`src/rtl/instr_fetch_queue.sv`:
```
// Instruction fetch queue: issues in-order word fetches, buffers returned words with their PCs,
// and hands them to decode over valid/ready. A redirect flushes the queue and drops stale responses.
module instr_fetch_queue #(
  parameter logic [31:0] RESET_PC = 32'h0000_0000,
  parameter int          DEPTH    = 4
) (
  input  logic        clk,
  input  logic        reset,
  input  logic        redirect,
  input  logic [31:0] redirectPc,
  output logic        memReqValid,
  input  logic        memReqReady,
  output logic [31:0] memReqAddr,
  input  logic        memRspValid,
  input  logic [31:0] memRspData,
  output logic        instrValid,
  input  logic        instrReady,
  output logic [31:0] instr,
  output logic [31:0] instrPc
);

  localparam int CW = $clog2(DEPTH + 1);
  localparam int AW = $clog2(DEPTH);

  logic [31:0]   fetch_pc;
  logic [31:0]   rsp_pc;
  logic [31:0]   data_q [DEPTH];
  logic [31:0]   pc_q   [DEPTH];
  logic [AW-1:0] rd_ptr;
  logic [AW-1:0] wr_ptr;
  logic [CW-1:0] count;
  logic [CW-1:0] outstanding;
  logic [CW-1:0] discard_cnt;
  logic [CW-1:0] next_outstanding;
  logic [CW:0]   in_use;
  logic [31:0]   target_pc;
  logic          req_fire;
  logic          rsp_dec;
  logic          push;
  logic          pop;

  // Queued plus in-flight words never exceed DEPTH, so a kept response always finds a free slot.
  assign in_use      = {1'b0, count} + {1'b0, outstanding};
  assign memReqValid = reset && !redirect && (in_use < (CW+1)'(DEPTH));
  assign memReqAddr  = fetch_pc;

  assign req_fire         = memReqValid && memReqReady;
  assign rsp_dec          = memRspValid && (outstanding != '0);
  assign next_outstanding = outstanding + CW'(req_fire) - CW'(rsp_dec);
  assign push             = memRspValid && (discard_cnt == '0) && !redirect;
  assign pop              = instrValid && instrReady;
  assign target_pc        = {redirectPc[31:2], 2'b00};

  assign instrValid = (count != '0);
  assign instr      = data_q[rd_ptr];
  assign instrPc    = pc_q[rd_ptr];

  always_ff @(posedge clk or negedge reset) begin
    if (!reset) begin
      fetch_pc    <= RESET_PC;
      rsp_pc      <= RESET_PC;
      rd_ptr      <= '0;
      wr_ptr      <= '0;
      count       <= '0;
      outstanding <= '0;
      discard_cnt <= '0;
      for (int i = 0; i < DEPTH; i++) begin
        data_q[i] <= '0;
        pc_q[i]   <= '0;
      end
    end else if (redirect) begin
      // Everything still in flight after this edge belongs to the abandoned path.
      fetch_pc    <= target_pc;
      rsp_pc      <= target_pc;
      rd_ptr      <= '0;
      wr_ptr      <= '0;
      count       <= '0;
      outstanding <= next_outstanding;
      discard_cnt <= next_outstanding;
    end else begin
      outstanding <= next_outstanding;
      if (req_fire)
        fetch_pc <= fetch_pc + 32'd4;
      if (memRspValid && (discard_cnt != '0))
        discard_cnt <= discard_cnt - 1'b1;
      if (push) begin
        data_q[wr_ptr] <= memRspData;
        pc_q[wr_ptr]   <= rsp_pc;
        wr_ptr         <= wr_ptr + 1'b1;
        rsp_pc         <= rsp_pc + 32'd4;
      end
      if (pop)
        rd_ptr <= rd_ptr + 1'b1;
      count <= count + CW'(push) - CW'(pop);
    end
  end

endmodule

```
`config.mk`:
```
export PLATFORM = sky130hd
export DESIGN_NAME = instr_fetch_queue
export DESIGN_NICKNAME = d
export VERILOG_FILES = /design/src/rtl/instr_fetch_queue.sv
export SDC_FILE = /design/constraint.sdc
export NUM_CORES = 1
export LEC_CHECK = 0
export CAP_MARGIN = 20
export CORE_ASPECT_RATIO = 1.4
export CORE_UTILIZATION = 30
export CTS_CLUSTER_SIZE = 16
export DETAILED_ROUTE_END_ITERATION = 12
export SLEW_MARGIN = 10
export SYNTH_ARGS = -nofsm -noshare
export SYNTH_HDL_FRONTEND = slang
export SYNTH_SLANG_ARGS = --single-unit
```
`constraint.sdc`:
```
create_clock -name clk -period 3.7 [get_ports clk]
set_input_delay 0.925 -clock clk [delete_from_list [all_inputs] [get_ports clk]]
set_output_delay 0.925 -clock clk [all_outputs]
set_load 0.01 [all_outputs]
```
* Word-level counts from Yosys, hierarchy flattened *
Cells that the tools add are included.

cells by class
  $add $sub $neg = 10
  order comparisons = 4
  muxes and demuxes = 21
  bitwise operators = 3
  reduce and logical (&&, ||, !) cells = 19

operator list
  cell                   count
  $mux 32                9
  $bwmux 128             2
  $bmux 32 s2            2
  $add 32x3->32 const B  2
  $demux 32 s2           1
  $logic_and 1x1->1      9
  $mux 3                 3
  $reduce_bool 3->1      3
  $mux 2                 4
  $reduce_bool 2->1      4
  $add 3x1->3            2
  $ge 3x3->1 const B     2
  $not 2->3              2
  $sub 3x1->3            2
  $add 2x1->2 const B    2
  $add 3x3->4            1
  $lt 4x3->1 const B     1
  $logic_not 3->1        1
  $lt 3x1->1 const B     1
  $sub 3x1->3 const B    1
  $reduce_and 2->1       1
  $logic_not 1->1        1
  $not 1->1              1

word-level totals
  flip-flop bits (word level) = 333
  word-level logic and storage cells = 72

* Longest topological paths before layout *
Gate-level depths: netlist of the first run.

  word-level depth = 7
  gate-level depth with buffers = 13

* Worst setup path before layout of the first run *
No wires, ideal clock.

  path type = in2reg
  start = in reset
  end = reg discard_cnt[2]
  library setup time = 0.135 ns
  data arrival time = 3.306 ns
  data required time = 3.565 ns
  setup slack = 0.259 ns
  stages = 12
  cells stage by stage = or4b_4 nor4b_4 inv_2 clkbuf_1 ha_1 inv_1 ha_1 fa_1 xnor2_1 xnor2_1 nand2_1 o21ai_0

between the ends
  longest elaborated chain between the ends = 6

ends and longest elaborated chain
  what                             RTL line  text
  start: declaration               8         input logic reset,
  $logic_and 1x1->1 (2 in series)  44        assign memReqValid = reset && !redirect && (in_use < (CW+1)'(DEPTH));
  $logic_and 1x1->1                47        assign req_fire = memReqValid && memReqReady;
  $add 3x1->3                      49        assign next_outstanding = outstanding + CW'(req_fire) - CW'(rsp_dec);
  $sub 3x1->3                      49
  named net next_outstanding[2]    34        logic [CW-1:0] next_outstanding;
  $mux 3                           71        end else if (redirect) begin
  end signal: assignment           79        discard_cnt <= next_outstanding;
  end signal: assignment           85        discard_cnt <= discard_cnt - 1'b1;
  end: declaration                 33        logic [CW-1:0] discard_cnt;

The timed path passes the listed nets, and every way through them passes these cells.
A chain may end at the register's enable or synchronous reset.

* Worst setup path after layout of the first run *
  start = reg outstanding[2]
  end = out memReqValid

between the ends
  longest elaborated chain between the ends = 3

ends and longest elaborated chain
  what                      RTL line  text
  start: declaration        32        logic [CW-1:0] outstanding;
  start signal: assignment  78        outstanding <= next_outstanding;
  start signal: assignment  81        outstanding <= next_outstanding;
  $add 3x3->4               43        assign in_use = {1'b0, count} + {1'b0, outstanding};
  $lt 4x3->1                44
  $logic_and 1x1->1         44
  end: declaration          11        output logic memReqValid,

No other way between the ends.

==> summary.txt, run 1 <==
Timing
  • Final setup TNS: 0 ns
  • Tmin final: roughly 3.6 ns
  • # setup viols final: 0
  • Final hold violation count: 0
  • Worst Tran Pin Value: 0.955 ns
  • FMAX: roughly 280 MHz
  • Unrepaired setup endpoints after global routing: false
  • Slew headroom: 0.363
  • Clock Skews: between 0.015 and 0.02 ns
  • Final max-slew violation count: 0
  • Final Cycle Share: 0.962

GRT
  • Met1 Resource Use GR: 0.185
  • Layer with the highest usage: met2
  • Vias in the first global route: around 10000
  • Tot GR Track Use: 0.146
  • Global route overflow: 0
  • Initial antenna violation count: 0
  • Met3 usage: 0.0259
  • Grt met2 use: 0.256
  • First-pass GRT wire length: 57.1 mm
  • Pin count of the biggest net entering global routing: between 100 and 150

Worst setup path
  • Worst path top cell family by delay: simple AND/OR/NAND/NOR gates
  • Slowest stage cell, crit path: clkdlybuf4s50_1
  • Max FO, Critical Path: 3
  • Setup crit start kind: flop
  • Worst setup path start: outstanding[2]
  • Crit path DAT: around 2.6 ns
  • Worst-path cell chain: ha_1 > or4b_4 > nor3_2 > clkdlybuf4s50_1
  • Buf+Inv Stages, Crit Path: 1
  • Worst R2R Start: outstanding[2]
  • Setup CP Type: reg -> out
  • Reg2reg setup slack: between 0.6 and 0.7 ns
  • CP Capture Type: output pin
  • Required @ worst endpoint: 2.77 ns
  • Max incr delay on CP: ~0.6 ns

Floorplanning
  • Die ar.: between 40000 and 50000 µm²
  • Die width: 189 µm
  • Core ar.: ~48000 µm²
  • Io pins: ~170
  • Chip Height: 264 µm
  • Initial Utilization: 0.305
  • Rows: 95

Synthesis
  • Top post-synthesis cells by count: dfrtp_1 (321), mux2_2 (248), nand2_1 (69)
  • Primary FF master, synth: dfrtp_1
  • Post-synth EDFFs: 0
  • Avg Cell Area, Syn: ~14 µm²
  • Synth top area share: 0.546
  • Post-synthesis cell area: around 15000 µm²
  • Synth Warn #: 0
  • Area contributors post-synth: dfrtp_1 (55%), mux2_2 (19%), mux4_2 (9.5%)
  • Syn Inst Count: approximately 1100
  • Fraction of registers with async set/reset: 1.00
  • Seq/Total Area, Yosys: 0.546
  • Most frequent cell after synthesis: dfrtp_1
  • Synth Register Bits: 321
  • Yosys cell types: 47
  • Yosys top cell by area: dfrtp_1

Drt
  • Total number of vias: around 9400
  • Iter 0 DRT Violations: just under 300
  • DR WL/cell: around 19 µm
  • TritonRoute pass-1 iters: 5
  • Via density: 4.97
  • Final ANT Viol Nets: 0
  • Routed WL: approximately 36 mm
  • DRC errors left: 0

Pwr
  • Sw Share: 0.290
  • Register share of total power: 0.393
  • Net Sw Power: 3.51 mW
  • Clock power share: 0.283
  • Worst VDD drop: ~0.32 mV
  • Combinational share of power: 0.324
  • P_int: between 8 and 9 mW
  • P per Cell Area: ~660 nW/µm²
  • Leak: just over 8 nW

Min path
  • Hold Path Class: reg -> reg
  • Hold wc startpoint: pc_q[126]

Clock network
  • Number of setup buffers added after CTS: 0
  • CTS Buf Count: 36
  • Root buf cell: clkbuf_16
  • CTS clk-pin slew, worst paths: roughly 0.06 ns
  • Clk sink count: approximately 320
  • Clk Latency, worst-skew pair: ~0.52 ns
  • Max clock buf depth: 3
  • CTS Hold Buffers Added: 0
  • Number of H-tree branching levels: 2
  • CTS tree: yes
  • Post_cts resized: 0

Finish
  • FF+latch area: between 8000 and 9000 µm²
  • Final Instance Count excl. Fillers: 1883
  • Fin nets: around 1300
  • Number of fill cells in the layout: 4610
  • Synthesis-to-layout area growth: 24.7%
  • Core Util, Final: 0.381
  • Multi-input logic area: approximately 6400 µm²
  • Layout cells sized above 1: 0.327
  • Antenna cells: 0

Placement
  • Number of instances in the placed design: around 1800
  • Port buffer count: between 150 and 200
  • Hpwl dp: around 24 mm
  • Routability congestion estimate: approximately 0.85

Run
  • Max_cap viols: 0

Run status
  • Status: complete, no violations
==> cells by family after synthesis <==
kind of cell             count (synthesis)  synth area share
flip-flops                             321             0.546
AO/OA/AOI/OAI                           88            0.0371
multiplexers                           313             0.287
AND/OR/NAND/NOR                        200            0.0675
buffers and inverters                   86            0.0235
XOR/XNOR                                42            0.0250
adder cells (fa/ha/maj)                 16            0.0146
other                                    1          0.000255
==> flip-flops by register name, indices dropped and copies added, names as in the netlist <==
name         cells
rd_ptr           2
data_q         128
pc_q           120
discard_cnt      3
outstanding      3
memReqAddr      30
rsp_pc          30
count            3
wr_ptr           2
==> cell type report <==
type	count	share of cell area
Sequential cell	321	0.438
Multi-Input combinational cell	663	0.348
Timing Repair Buffer	189	0.107
Clock buffer	46	0.0522
Tap cell	630	0.0429
Clock inverter	15	0.00858
Inverter	19	0.00388
==> per-stage QoR <==
step	setup WS [ns]	instance area, µm²	power (mW)	hold WS, ns
after floorplan	0.259	14700	6.93	0.445
after global placement	0.334	17200	8.72	0.458
after detailed placement	0.318	17200	8.84	0.471
after CTS	0.00272	18400	12.3	0.485
after global routing	0.0697	18400	12.8	0.505
final	0.141	18400	12.1	0.480
==> worst register-to-register path: stages (launching register included) <==
cell and delay [ns]:
dfrtp_1 0.42, ha_1 0.28, or4b_4 0.52, nor4b_4 0.26, inv_2 0.06, ha_1 0.27, inv_1 0.04, ha_1 0.19
fa_1 0.38, xnor2_1 0.19, xnor2_1 0.16, nand2_1 0.08, o21ai_0 0.10
==> final timing paths <==
kind                                   to  cells past startpoint
max                           memReqValid                      4
min                             pc_q[126]                      2
max reg2reg                discard_cnt[2]                     12
min reg2reg                     pc_q[126]                      2
max in group asynchronous      data_q[93]                      4
min in group asynchronous        count[1]                      2
==> placed cells by master (no fill, tap or decap), types with 5 or more instances in the layout <==
cell type / instances
mux4_2: 62
dfrtp_1: 319
and3_1: 6
buf_4: 17
o21ai_0: 44
clkdlybuf4s50_1: 159
nand2_1: 65
clkbuf_16: 36
clkinv_2: 5
or3_1: 5
xor2_1: 22
nor3_1: 11
mux2_2: 248
nand4_1: 24
o311ai_0: 6
a31oi_1: 5
nand3_1: 35
buf_12: 11
xnor2_1: 20
nor2_1: 28
inv_1: 17
clkbuf_1: 8
o211ai_1: 10
ha_1: 14
a21oi_1: 8
==> power groups by stage <==
stage	sequential (mW)	clock (mW)	combinational, mW
after floorplan	4.64	0	2.29
after detailed placement	4.83	0	4.01
after global routing	4.88	3.70	4.23
final	4.77	3.43	3.92
after CTS	4.77	3.55	4.02
after global placement	4.78	0	3.94
==> layer usage <==
metal,vias up,wire length (µm)
li1,4225,-
met1,4865,15300
met2,226,18200
met3,44,1570
met4,0,629
met5,-,0
No activity file was read; power rests on OpenSTA's default activity.
==> inputs of run 2 (changes only) <==
Settings changed: ABC_CLOCK_PERIOD_IN_PS set to 3700.
==> results of run 2 <==
Final layout, timing and power as in run 1 (identical DEF).
